--- src/rtl/npu_pool_pkg.sv ---
// npu_pool_pkg: shared types and helpers for the pooling stage.
//   state_t : IDLE/RUN/DONE frame FSM encoding (2 bits)
//   PIX_W   : requantized pixel width
//   max8    : unsigned 8-bit maximum
package npu_pool_pkg;
  typedef enum logic [1:0] {IDLE, RUN, DONE} state_t;
  localparam int PIX_W = 8;
  function automatic logic [PIX_W-1:0] max8(input logic [PIX_W-1:0] a, input logic [PIX_W-1:0] b);
    return (a > b) ? a : b;
  endfunction
endpackage

--- src/rtl/relu_requant.sv ---
// relu_requant: ReLU, arithmetic right shift and saturation to an 8-bit pixel.
//   data : signed accumulator in
//   pix  : unsigned requantized pixel out (0 for negatives, clipped at 255)
module relu_requant import npu_pool_pkg::*; #(
  parameter int ACC_W = 16,
  parameter int SHIFT = 4
) (
  input  logic signed [ACC_W-1:0] data,
  output logic [PIX_W-1:0]        pix
);
  logic signed [ACC_W-1:0] sh;
  assign sh  = data >>> SHIFT;
  assign pix = data[ACC_W-1] ? '0 : (sh > 255) ? '1 : PIX_W'(sh);
endmodule

--- src/rtl/relu_maxpool.sv ---
// relu_maxpool: ReLU + requant + 2x2/stride-2 max pooling of a row-major map.
//   i_clk, i_rst_n         : clock, async active-low reset
//   i_start, i_out_start_addr : frame start (IDLE only) and pooled-map base
//   i_in_valid, o_in_ready, i_in_data : accumulator input stream
//   o_wr_en, o_wr_addr, o_wr_data     : pooled pixel write port
//   o_busy, o_done          : RUN indicator, one-cycle end-of-frame pulse
module relu_maxpool import npu_pool_pkg::*; #(
  parameter int ACC_W  = 16,
  parameter int MAP_W  = 26,
  parameter int MAP_H  = 26,
  parameter int SHIFT  = 4,
  parameter int ADDR_W = 8
) (
  input  logic              i_clk,
  input  logic              i_rst_n,
  input  logic              i_start,
  input  logic [ADDR_W-1:0] i_out_start_addr,
  input  logic              i_in_valid,
  output logic              o_in_ready,
  input  logic [ACC_W-1:0]  i_in_data,
  output logic              o_wr_en,
  output logic [ADDR_W-1:0] o_wr_addr,
  output logic [PIX_W-1:0]  o_wr_data,
  output logic              o_busy,
  output logic              o_done
);
  localparam int CW = $clog2(MAP_W + 1);
  localparam int RW = $clog2(MAP_H + 1);
  localparam int BW = (MAP_W / 2 > 1) ? $clog2(MAP_W / 2) : 1;
  state_t state, next;
  logic [CW-1:0] col;
  logic [RW-1:0] row;
  logic [ADDR_W-1:0] base;
  logic [PIX_W-1:0] q, hold, rb_q;
  logic [PIX_W-1:0] rowbuf [MAP_W/2];
  logic [BW-1:0] idx;
  logic beat, col_end, last;
  relu_requant #(.ACC_W(ACC_W), .SHIFT(SHIFT)) u_rq (.data(i_in_data), .pix(q));
  assign beat    = i_in_valid & o_in_ready;
  assign col_end = col == CW'(MAP_W - 1);
  assign last    = col_end && row == RW'(MAP_H - 1);
  assign idx     = BW'(col >> 1);
  assign rb_q    = rowbuf[idx];
  always_ff @(posedge i_clk or negedge i_rst_n)
    if (!i_rst_n) state <= IDLE;
    else state <= next;
  always_comb
    next = (state == IDLE && i_start) ? RUN :
           (state == RUN && beat && last) ? DONE :
           (state == DONE) ? IDLE : state;
  always_comb begin
    o_in_ready = state == RUN;
    o_busy     = state == RUN;
    o_done     = state == DONE;
  end
  always_ff @(posedge i_clk or negedge i_rst_n)
    if (!i_rst_n) begin
      col       <= '0;
      row       <= '0;
      hold      <= '0;
      base      <= '0;
      o_wr_en   <= 1'b0;
      o_wr_addr <= '0;
      o_wr_data <= '0;
    end else begin
      o_wr_en <= beat & row[0] & col[0];
      if (state == IDLE && i_start) begin
        base <= i_out_start_addr;
        col  <= '0;
        row  <= '0;
      end else if (beat) begin
        col <= col_end ? '0 : col + 1'b1;
        row <= col_end ? row + 1'b1 : row;
        if (!col[0]) hold <= q;
        // Odd row, odd col closes a window: top pair from the row buffer, bottom pair from hold/q.
        if (row[0] & col[0]) begin
          o_wr_data <= max8(rb_q, max8(hold, q));
          o_wr_addr <= ADDR_W'(32'(base) + 32'(row >> 1) * (MAP_W / 2) + 32'(col >> 1));
        end
      end
    end
  // Row buffer keeps the top-row pair maxima; no reset since it is always written before read.
  always_ff @(posedge i_clk)
    if (beat && !row[0] && col[0]) rowbuf[idx] <= max8(hold, q);
endmodule

--- config.mk ---
export PLATFORM = sky130hd
export DESIGN_NAME = relu_maxpool
export DESIGN_NICKNAME = d
export VERILOG_FILES = /design/src/rtl/npu_pool_pkg.sv /design/src/rtl/relu_requant.sv /design/src/rtl/relu_maxpool.sv
export SDC_FILE = /design/constraint.sdc
export NUM_CORES = 1
export LEC_CHECK = 0
export ABC_AREA = 1
export CAP_MARGIN = 5
export CORE_MARGIN = 5
export CORE_UTILIZATION = 48
export DETAILED_ROUTE_END_ITERATION = 16
export GPL_TIMING_DRIVEN = 0
export PLACE_DENSITY = 0.69
export SETUP_SLACK_MARGIN = 0.2
export SYNTH_ARGS = -nofsm -noshare
export SYNTH_HDL_FRONTEND = slang
export SYNTH_HIERARCHICAL = 1
export SYNTH_SLANG_ARGS = --single-unit
--- constraint.sdc ---
create_clock -name i_clk -period 7.2 [get_ports i_clk]
set_input_delay 1.08 -clock i_clk [delete_from_list [all_inputs] [get_ports i_clk]]
set_output_delay 1.08 -clock i_clk [all_outputs]
set_load 0.05 [all_outputs]
==> impl_results.md, run 1 <==
- PD cells: 420 nW/um2
- Hold Path Depth: 2
- NetSw: roughly 1.6 mW
- Vias: roughly 5,500
- Nets: ~970
- Max Freq: 202 MHz
- Post-DP HPWL: ~12 mm
- Diode count: 0
- Antenna Violating Nets Remaining: 0
- VDD IR-drop max: roughly 0.24 mV
- Worst Tran Pin Value: about 0.96 ns
- Placer's final routability congestion estimate: about 0.85
- Asr flop ratio synth: 0.302
- Smallest hold slack: 0.471 ns
- Clock Skews: 0.0142 ns
- Setup ws final: about 2.3 ns
- CP Data Arrival Time: 5.31 ns
- Setup bufs post-CTS: 0
- Final wirelength: around 17 mm
- Starting Density: 0.493
- First DRT Iteration DRCs: 430
- Hold Buf Count CTS: 0
- Clock buffer count from CTS: 17
- Via/cell ratio: between 4 and 5
- Worst setup SP type: input pin
- Drt first pass iters: 5
- Post-CTS sizing: 0
- EDFF count, synth: around 100
- Pleak: ~4.2 nW
- Sequential Power Share: 0.322
- Syn_area_per_cell: roughly 9 um2
- Netlist cell types: 39
- Minimum clock period after layout: between 4 and 5 ns
- Fill cell count: roughly 1,400
- Pint: between 2 and 2.5 mW
- H-tree levels: 4
- Clk pin slew, worst setup/hold paths: 0.06 ns
- Core Box Area: roughly 15,000 um2
- Post-synthesis register bit count: roughly 150
- Clk pwr share: 0.240
- Slew headroom: 0.360
- Post-Synth XOR/XNOR Area: 0.00580
- Synth Area in Adders: 0.0852
- CP Max Fanout: 14
- Register area share after synthesis: 0.563
- Max Cap Viol: 0
- Final Max Slew Viols: 0
- Die width: roughly 140 um
- Post-Place Worst Slack: 1.86 ns
- Commonest cells after routing, fill and taps aside: nand2_1 (383), edfxtp_1 (104), inv_1 (81)
- Largest net degree at the start of global routing: 35
- Hold crit path type: register to register
- CP Data Required Time: 7.57 ns
- Setup violations, final: 0
- Ports: 48
- Clock Tree Buf Depth: 2
- WL/cell: about 15 um
- Ys Warns: 6
- Sum Neg Setup Slack: 0 ns
- Synth Area in Compound Gates: 0.0347
- RSZ-0062 raised after global routing: no
- Worst R2R Path Depth: 17
- Vias in the first global route: approximately 5,300
- Worst-Skew Late Latency: 0.43 ns
- DRC viols: 0
- Switching share of total power: 0.419
- Clock Sinks: 149
- Area growth, synth to finish: 17.2%
- Post-Synth Simple-Gate Area: 0.249
- Worst Path Class, Setup: input pin to register
- Rows: between 40 and 50
- Buffers on Ports: 43
- Share of cells above drive strength 1: 0.0729
- Status: completed
- Fin crit share: 0.687
- Cells after Synth: ~830
- Most common cell after layout, fill and taps aside: nand2_1
- Global route total overflow: 0
- Mapped Area: between 7000 and 8000 um2
- Clk Tree Root Cell: clkbuf_16
- Global-route wire length before repair: roughly 27 mm
- Mux cell area share after synthesis: 0
- Initial antenna violation count: 0
- CTS tree: built
- CP Capture Type: register
- Total die area: 18,300 um2
- Tot GR Track Use: 0.195
- Combinational family with the most area after synthesis: simple AND/OR/NAND/NOR gates
- Syn_nets: about 900
- Hold Violations, Final: 0
- Top_reg_cell synth: edfxtp_1
- Die H: approximately 140 um
- Comb power frac: 0.438
area by class of cell:
type                            instances  area [um2]  share of cell area
Clock buffer                           19         433              0.0489
Timing Repair Buffer                   44         445              0.0504
Inverter                               89         352              0.0398
Tap cell                              211         264              0.0298
Multi-Input combinational cell        568        2830               0.320
Buffer                                 23         115              0.0130
Sequential cell                       149        4250               0.480
Clock inverter                         13         158              0.0178
worst max-delay path, cell delays in order:
cell and delay, ns:
clkdlybuf4s50_1 0.50, nor2_4 0.07, nand3_1 0.08, nand2_1 0.05
inv_1 0.10, inv_1 0.06, ha_1 0.27, nand2_1 0.06
nor2_1 0.18, nand4_2 0.25, nand2_1 0.31, nand2_1 0.11
nand2_1 0.55, inv_1 0.12, ha_1 0.33, nand2_1 0.07
nor2_1 0.16, nand2_1 0.09, a21oi_2 0.35, inv_1 0.24
nand3_1 0.15, nand2_1 0.07, nand2_1 0.05
layer usage:
layer | global-route usage | share of wire | routed length (um) | up-vias
met5 | 0 | 0 | 0 | -
met4 | 0.0711 | 0.022 | 367 | 0
met3 | 0.0431 | 0.056 | 946 | 25
met2 | 0.323 | 0.49 | 8220 | 139
met1 | 0.253 | 0.43 | 7240 | 2612
li1 | - | - | - | 2769
synthesized netlist by cell type, types with 4 or more instances:
| library cell | number | area share |
|---|---|---|
| nand3_1 | 37 | 0.025 |
| a21oi_1 | 20 | 0.013 |
| nand2_1 | 383 | 0.19 |
| inv_1 | 81 | 0.040 |
| fa_1 | 9 | 0.024 |
| nor2_1 | 34 | 0.017 |
| edfxtp_1 | 104 | 0.41 |
| dfrtp_1 | 45 | 0.15 |
| inv_2 | 5 | 0.0025 |
| o21ai_0 | 17 | 0.011 |
| ha_1 | 37 | 0.061 |
| clkbuf_1 | 4 | 0.0020 |
| buf_2 | 13 | 0.0086 |
worst paths after layout:
check / start / end / slack, ns
hold reg to reg: o_wr_addr[3] / o_wr_addr[3] / 0.47
hold / removal: o_wr_addr[3] / o_wr_addr[3] / 0.47
max in group asynchronous: i_rst_n / hold[2] / 6.17
setup / recovery: i_in_data[12] / o_wr_data[7] / 2.25
setup reg to reg: hold[7] / o_wr_data[7] / 3.32
min in group asynchronous: i_rst_n / base[5] / 0.54
cells by family (layout without fill, tap and decap cells):
group,Yosys count,in the layout
simple gates,469,469
flops,149,149
buf+inv,112,188
compound gates,48,48
fa+ha+maj,46,46
xor+xnor,5,5
state kept, by name, summed over array words and instances, names as in the netlist:
signal and count:
base 8, col 5, hold 8, o_wr_addr 8, o_wr_data 8, o_wr_en 1
row 5, rowbuf 104, state 2
power by group through the flow:
| stage | Combinational [mW] | Clock, mW | Sequential [mW] |
|---|---|---|---|
| floorplan | 0.989 | 0 | 1.32 |
| global placement | 1.58 | 0 | 1.21 |
| detailed placement | 1.60 | 0 | 1.21 |
| CTS | 1.63 | 0.894 | 1.20 |
| global route | 1.85 | 0.933 | 1.21 |
| finish | 1.63 | 0.890 | 1.20 |
metrics by stage:
stage | util | cell area [um2] | instances | power, mW
after floorplan | - | 7540 | 829 | 2.31
after global placement | 0.538 | 8240 | 1083 | 2.79
after detailed placement | 0.539 | 8250 | 1084 | 2.81
after CTS | 0.578 | 8840 | 1116 | 3.72
after global routing | 0.578 | 8840 | 1116 | 3.99
final | 0.578 | 8840 | 1116 | 3.71
No activity file was read; power rests on OpenSTA's default activity.
==> inputs of run 2 (changes only) <==
PLACE_DENSITY = 0.71   (was 0.69)
clock period = 4.4 ns   (was 7.2 ns; I/O delays follow)
==> impl_results.md, run 2 (same netlist as run 1, synthesis figures left out) <==
- CP max-delay cell: clkdlybuf4s50_1
- Vias in the first global route: 5,474
- Global-route wire length before repair: roughly 28 mm
- CTS tree: built
- Vias: between 5,000 and 6,000
- Clock Sinks: 149
- Worst path bufs/invs: 5
- Area growth, synth to finish: 18.1%
- Setup violations, final: 0
- Status: completed
- Max reg flops: around 100
- CP Data Required Time: between 4 and 5 ns
- Rows: 45
- Initial antenna violation count: 0
- Register with the most flip-flops: rowbuf
- Post-Layout Cell Count: roughly 1,100
- Most common cell after layout, fill and taps aside: nand2_1
- Starting Density: 0.493
- Final Max Slew Viols: 0
- Fin crit share: 0.880
- Hold Buf Count CTS: 0
- Pleak: 4.21 nW
- CP Data Arrival Time: between 4 and 5 ns
- Largest net degree at the start of global routing: 30
- Post-DP HPWL: 12.1 mm
- Worst Path Class, Setup: input pin to register
- Crit-path max cell delay: roughly 0.5 ns
- Max Cap Viol: 0
- Via/cell ratio: 5.01
- Worst setup SP type: input pin
- First DRT Iteration DRCs: ~480
- CP Max Fanout: 14
- Clock Skews: ~0.011 ns
- PD cells: around 700 nW/um2
- Clock Tree Buf Depth: 2
- Worst Tran Pin Value: 0.828 ns
- Max Freq: around 260 MHz
- Die H: 135 um
- Worst-Skew Late Latency: between 0.4 and 0.5 ns
- Hold crit path type: input pin to async pin
- Antenna Violating Nets Remaining: 0
- Nets: around 970
- Hold Violations, Final: 0
- Ports: 48
- Clock buffer count from CTS: 17
- Share of cells above drive strength 1: 0.0805
- Slew headroom: 0.446
- Cells along the critical path: clkdlybuf4s50_1, nor2_4, nand3_1, nand2_1, inv_1, inv_1, ha_1, nand2_1, nor2_1, nand4_4, nand2_2, nand2_1, nand2_4, inv_1, ha_1, nand2_1, nor2_1, nand3_1, nor2_1, a21oi_4, inv_2, nand3_1, nand2_1, nand2_1
- Drt first pass iters: 5
- VDD IR-drop max: 0.378 mV
- RSZ-0062 raised after global routing: no
- CP Capture Type: register
- Buffers on Ports: 43
- Placed cell count: 1,084
- Final wirelength: between 15 and 20 mm
- Commonest cells after routing, fill and taps aside: nand2_1 (374), edfxtp_1 (104), inv_1 (80)
- Placer's final routability congestion estimate: 0.832
- DRC viols: 0
- CP most frequent cell: nand2_1
- H-tree levels: 4
- Clk pin slew, worst setup/hold paths: around 0.060 ns
- Tot GR Track Use: 0.199
- Largest delay contributor family on the critical path: simple AND/OR/NAND/NOR gates
- Core Box Area: between 15,000 and 20,000 um2
- Minimum clock period after layout: 3.87 ns
- Die width: between 100 and 150 um
- Smallest hold slack: between 0.15 and 0.2 ns
- Global route total overflow: 0
- Diode count: 0
- Clk Tree Root Cell: clkbuf_16
- WL/cell: roughly 15 um
- Total die area: ~18,000 um2
run 2: changes by cell type in the layout (fill, tap and decap cells not counted), sizes merged:
cell      change
clkbuf       +10
buf           +2
bufinv        -2
clkinv        -5
clkinvlp      -3
run 2: path summary, 6_finish.rpt:
| path | from | endpoint | slack [ns] | cells after the start |
|---|---|---|---|---|
| max in group asynchronous | i_rst_n | o_wr_data[7] | 3.72 | 2 |
| setup reg to reg | row[2] | o_wr_addr[7] | 1.20 | 14 |
| setup / recovery | i_in_data[13] | o_wr_data[2] | 0.53 | 24 |
| hold / removal | i_rst_n | base[7] | 0.17 | 1 |
| hold reg to reg | o_wr_addr[1] | o_wr_addr[1] | 0.47 | 2 |
| min in group i_clk | o_wr_addr[1] | o_wr_addr[1] | 0.47 | 2 |
run 2: per-layer routing:
layer	GRT usage	routed length [um]	vias up
met4	0.0952	590	0
met3	0.0435	1060	36
met5	0	0	-
li1	-	-	2773
met1	0.258	7310	2613
met2	0.319	8220	175
run 2: stage by stage:
step	power, mW	setup TNS [ns]	area [um2]	util	worst slack [ns]
floorplan	3.78	0	7540	-	0.895
global placement	4.56	-2.64	8240	0.538	-0.355
detailed placement	4.60	-3.09	8250	0.539	-0.409
CTS	6.03	0	8850	0.578	0.239
global route	6.54	0	8910	0.582	0.174
finish	6.09	0	8910	0.582	0.528
run 2: power by group:
part / leakage [nW] / internal, mW / switching, mW
clock network: 0.280 / 0.876 / 0.525
logic: 2.41 / 0.839 / 1.90
registers: 1.52 / 1.83 / 0.117
run 2: layout make-up:
type	instances	area (um2)
Inverter	89	352
Multi-Input combinational cell	568	2900
Fill cell	1374	6400
Timing Repair Buffer	46	460
Buffer	23	115
Clock inverter	3	41.3
Sequential cell	149	4250
Clock buffer	29	533
Tap cell	211	264
run 2: timing repair:
item	4_1_cts	5_1_grt
hold endpoints to repair	0	0
gates resized for setup	7	11
buffers inserted	0	2
pin swaps	0	1
setup endpoints to repair	8	8
==> inputs of run 3 (changes only) <==
==> constraint.sdc (replaced) <==
create_clock -name i_clk -period 4.4 [get_ports i_clk]
set_input_delay 1.32 -clock i_clk [delete_from_list [all_inputs] [get_ports i_clk]]
set_output_delay 1.32 -clock i_clk [all_outputs]
set_load 0.05 [all_outputs]
==> impl_results.md, run 3 (same netlist as run 1, synthesis figures left out) <==
- Setup violations, final: 0
- Clock Sinks: 149
- Switching share of total power: 0.427
- First DRT Iteration DRCs: between 400 and 500
- Max reg flops: 104
- Reg2reg setup slack: 1.20 ns
- Crit path to: o_wr_data[2]
- Status: completed
- Fin crit share: 0.961
- RSZ-0062 raised after global routing: no
- Diode count: 0
- Worst R2R Path Depth: 14
- Critical Path Stages: 23
- Largest net degree at the start of global routing: 30
- DRC viols: 0
- Commonest cells after routing, fill and taps aside: nand2_1 (357), edfxtp_1 (104), inv_1 (63)
- Largest delay contributor family on the critical path: simple AND/OR/NAND/NOR gates
- Post-Place Worst Slack: -1.07 ns
- Rows: 45
- Drt first pass iters: 5
- Vias in the first global route: ~5,500
- Sequential Power Share: 0.290
- Worst-Skew Late Latency: between 0.4 and 0.5 ns
- Worst setup SP type: input pin
- Max Freq: between 200 and 250 MHz
- CP Max Fanout: 8
- CP Data Arrival Time: roughly 4.5 ns
- Clk pwr share: 0.207
- Antenna Violating Nets Remaining: 0
- Minimum clock period after layout: 4.23 ns
- Via/cell ratio: a little over 5
- Cells along the critical path: clkdlybuf4s50_1, bufinv_8, nand2_1, inv_2, inv_2, ha_4, nand2_2, o21a_1, buf_4, nand2_4, nand3_2, nand2_4, inv_1, ha_4, nand2_4, nor2_4, nand3_1, nor2_2, a21oi_4, inv_4, nand3_1, nand2_1, nand2_1
- Vias: between 5,000 and 6,000
- Placer's final routability congestion estimate: slightly above 0.8
- Most common cell after layout, fill and taps aside: nand2_1
- Hold crit path type: register to register
- H-tree levels: 4
- WL/cell: approximately 17 um
- Reg2reg end: o_wr_addr[7]
- Buffers on Ports: 43
- Die width: 135 um
- Die H: approximately 140 um
- PD cells: about 700 nW/um2
- VDD IR-drop max: roughly 0.47 mV
- Ports: 48
- Clock Tree Buf Depth: 2
- Register with the most flip-flops: rowbuf
- Fill cell count: roughly 1,200
- Critical path origin: i_in_data[15]
- Post-Layout Cell Count: between 1,000 and 1,500
- CP max-delay cell: clkdlybuf4s50_1
- Pint: between 3 and 4 mW
- NetSw: about 2.9 mW
- Share of cells above drive strength 1: 0.173
- Nets: about 1,000
- Area growth, synth to finish: 26.1%
- Post-DP HPWL: about 12 mm
- Global route total overflow: 0
- Clk pin slew, worst setup/hold paths: about 0.060 ns
- CP Data Required Time: ~4.7 ns
- Clock buffer count from CTS: 17
- CP Capture Type: register
- Max Cap Viol: 0
- CTS tree: built
- Pleak: between 4 and 5 nW
- Tot GR Track Use: 0.201
- Worst path bufs/invs: 7
- Final wirelength: 19.0 mm
- Total die area: 18,300 um2
- Worst Path Class, Setup: input pin to register
- Comb power frac: 0.503
- Global-route wire length before repair: roughly 28 mm
- Setup ws final: around 0.17 ns
- Critical R2R Launch: row[2]
- Clk Tree Root Cell: clkbuf_16
- Final Max Slew Viols: 0
- Hold Violations, Final: 0
- Crit-path max cell delay: approximately 0.40 ns
- Starting Density: 0.493
- Slew headroom: 0.462
- Initial antenna violation count: 0
- Worst Tran Pin Value: 0.805 ns
- Core Box Area: 15,300 um2
- Clock Skews: 0.0142 ns
- Placed cell count: 1,084
run 3: changes by cell type in the layout (fill, tap and decap cells not counted), sizes merged:
cell,delta
buf,+20
clkdlybuf4s50,-4
dlymetal6s2s,+3
dlygate4sd2,+1
nand2,+1
run 3: layout make-up:
| class | count | area (um2) | share of cell area |
|---|---|---|---|
| Tap cell | 211 | 264 | 0.0278 |
| Sequential cell | 149 | 4250 | 0.447 |
| Clock inverter | 3 | 41.3 | 0.00434 |
| Timing Repair Buffer | 66 | 644 | 0.0678 |
| Buffer | 23 | 115 | 0.0121 |
| Inverter | 89 | 357 | 0.0375 |
| Clock buffer | 29 | 533 | 0.0560 |
| Multi-Input combinational cell | 569 | 3310 | 0.348 |
run 3: stage by stage:
stage                      util  hold WS (ns)  instance area (um2)  power (mW)  setup TNS [ns]
after floorplan               -         0.455                 7540        3.78               0
after global placement    0.538         0.459                 8240        4.56           -7.92
after detailed placement  0.539         0.464                 8250        4.60           -8.37
after CTS                 0.590         0.476                 9040        6.20               0
after global routing      0.621         0.512                 9510        7.22               0
final                     0.621         0.472                 9510        6.79               0
run 3: layer usage:
| layer | track usage | share of wire |
|---|---|---|
| met3 | 0.0461 | 0.054 |
| met2 | 0.327 | 0.49 |
| met5 | 0 | 0 |
| met1 | 0.261 | 0.42 |
| met4 | 0.0845 | 0.035 |
run 3: repair_timing:
action | 4_1_cts | 5_1_grt
pin swaps | 16 | 30
gates cloned | 1 | 0
resized for setup | 35 | 80
setup endpoints to repair | 8 | 8
buffers inserted | 11 | 11
hold buffers | 0 | 0
run 3: worst reg2reg max path, stage by stage (launching register included):
cell	delay (ns)
dfrtp_1	0.44
inv_1	0.11
ha_1	0.33
fa_1	0.49
fa_1	0.54
inv_1	0.05
ha_1	0.35
a21oi_1	0.18
nand2_1	0.08
nand2_1	0.09
nand2_1	0.05
a21oi_1	0.15
nand2_1	0.07
nand3_1	0.09
nand2_1	0.05
run 3: how the worst min path moves through the flow:
stage | startpoint | endpoint | slack [ns] | depth (start not counted)
after floorplan | base[6] | base[6] | 0.46 | 2
after global placement | o_wr_addr[3] | o_wr_addr[3] | 0.46 | 2
after detailed placement | o_wr_addr[1] | o_wr_addr[1] | 0.46 | 2
after CTS | o_wr_addr[1] | o_wr_addr[1] | 0.48 | 2
after global routing | o_wr_addr[1] | o_wr_addr[1] | 0.51 | 2
final | o_wr_addr[1] | o_wr_addr[1] | 0.47 | 2
run 3: power by group through the flow:
| stage | Sequential (mW) | Clock [mW] | Combinational (mW) |
|---|---|---|---|
| floorplan | 2.17 | 0 | 1.62 |
| global placement | 1.98 | 0 | 2.58 |
| detailed placement | 1.98 | 0 | 2.62 |
| CTS | 1.95 | 1.42 | 2.84 |
| global route | 1.99 | 1.48 | 3.74 |
| finish | 1.97 | 1.41 | 3.42 |
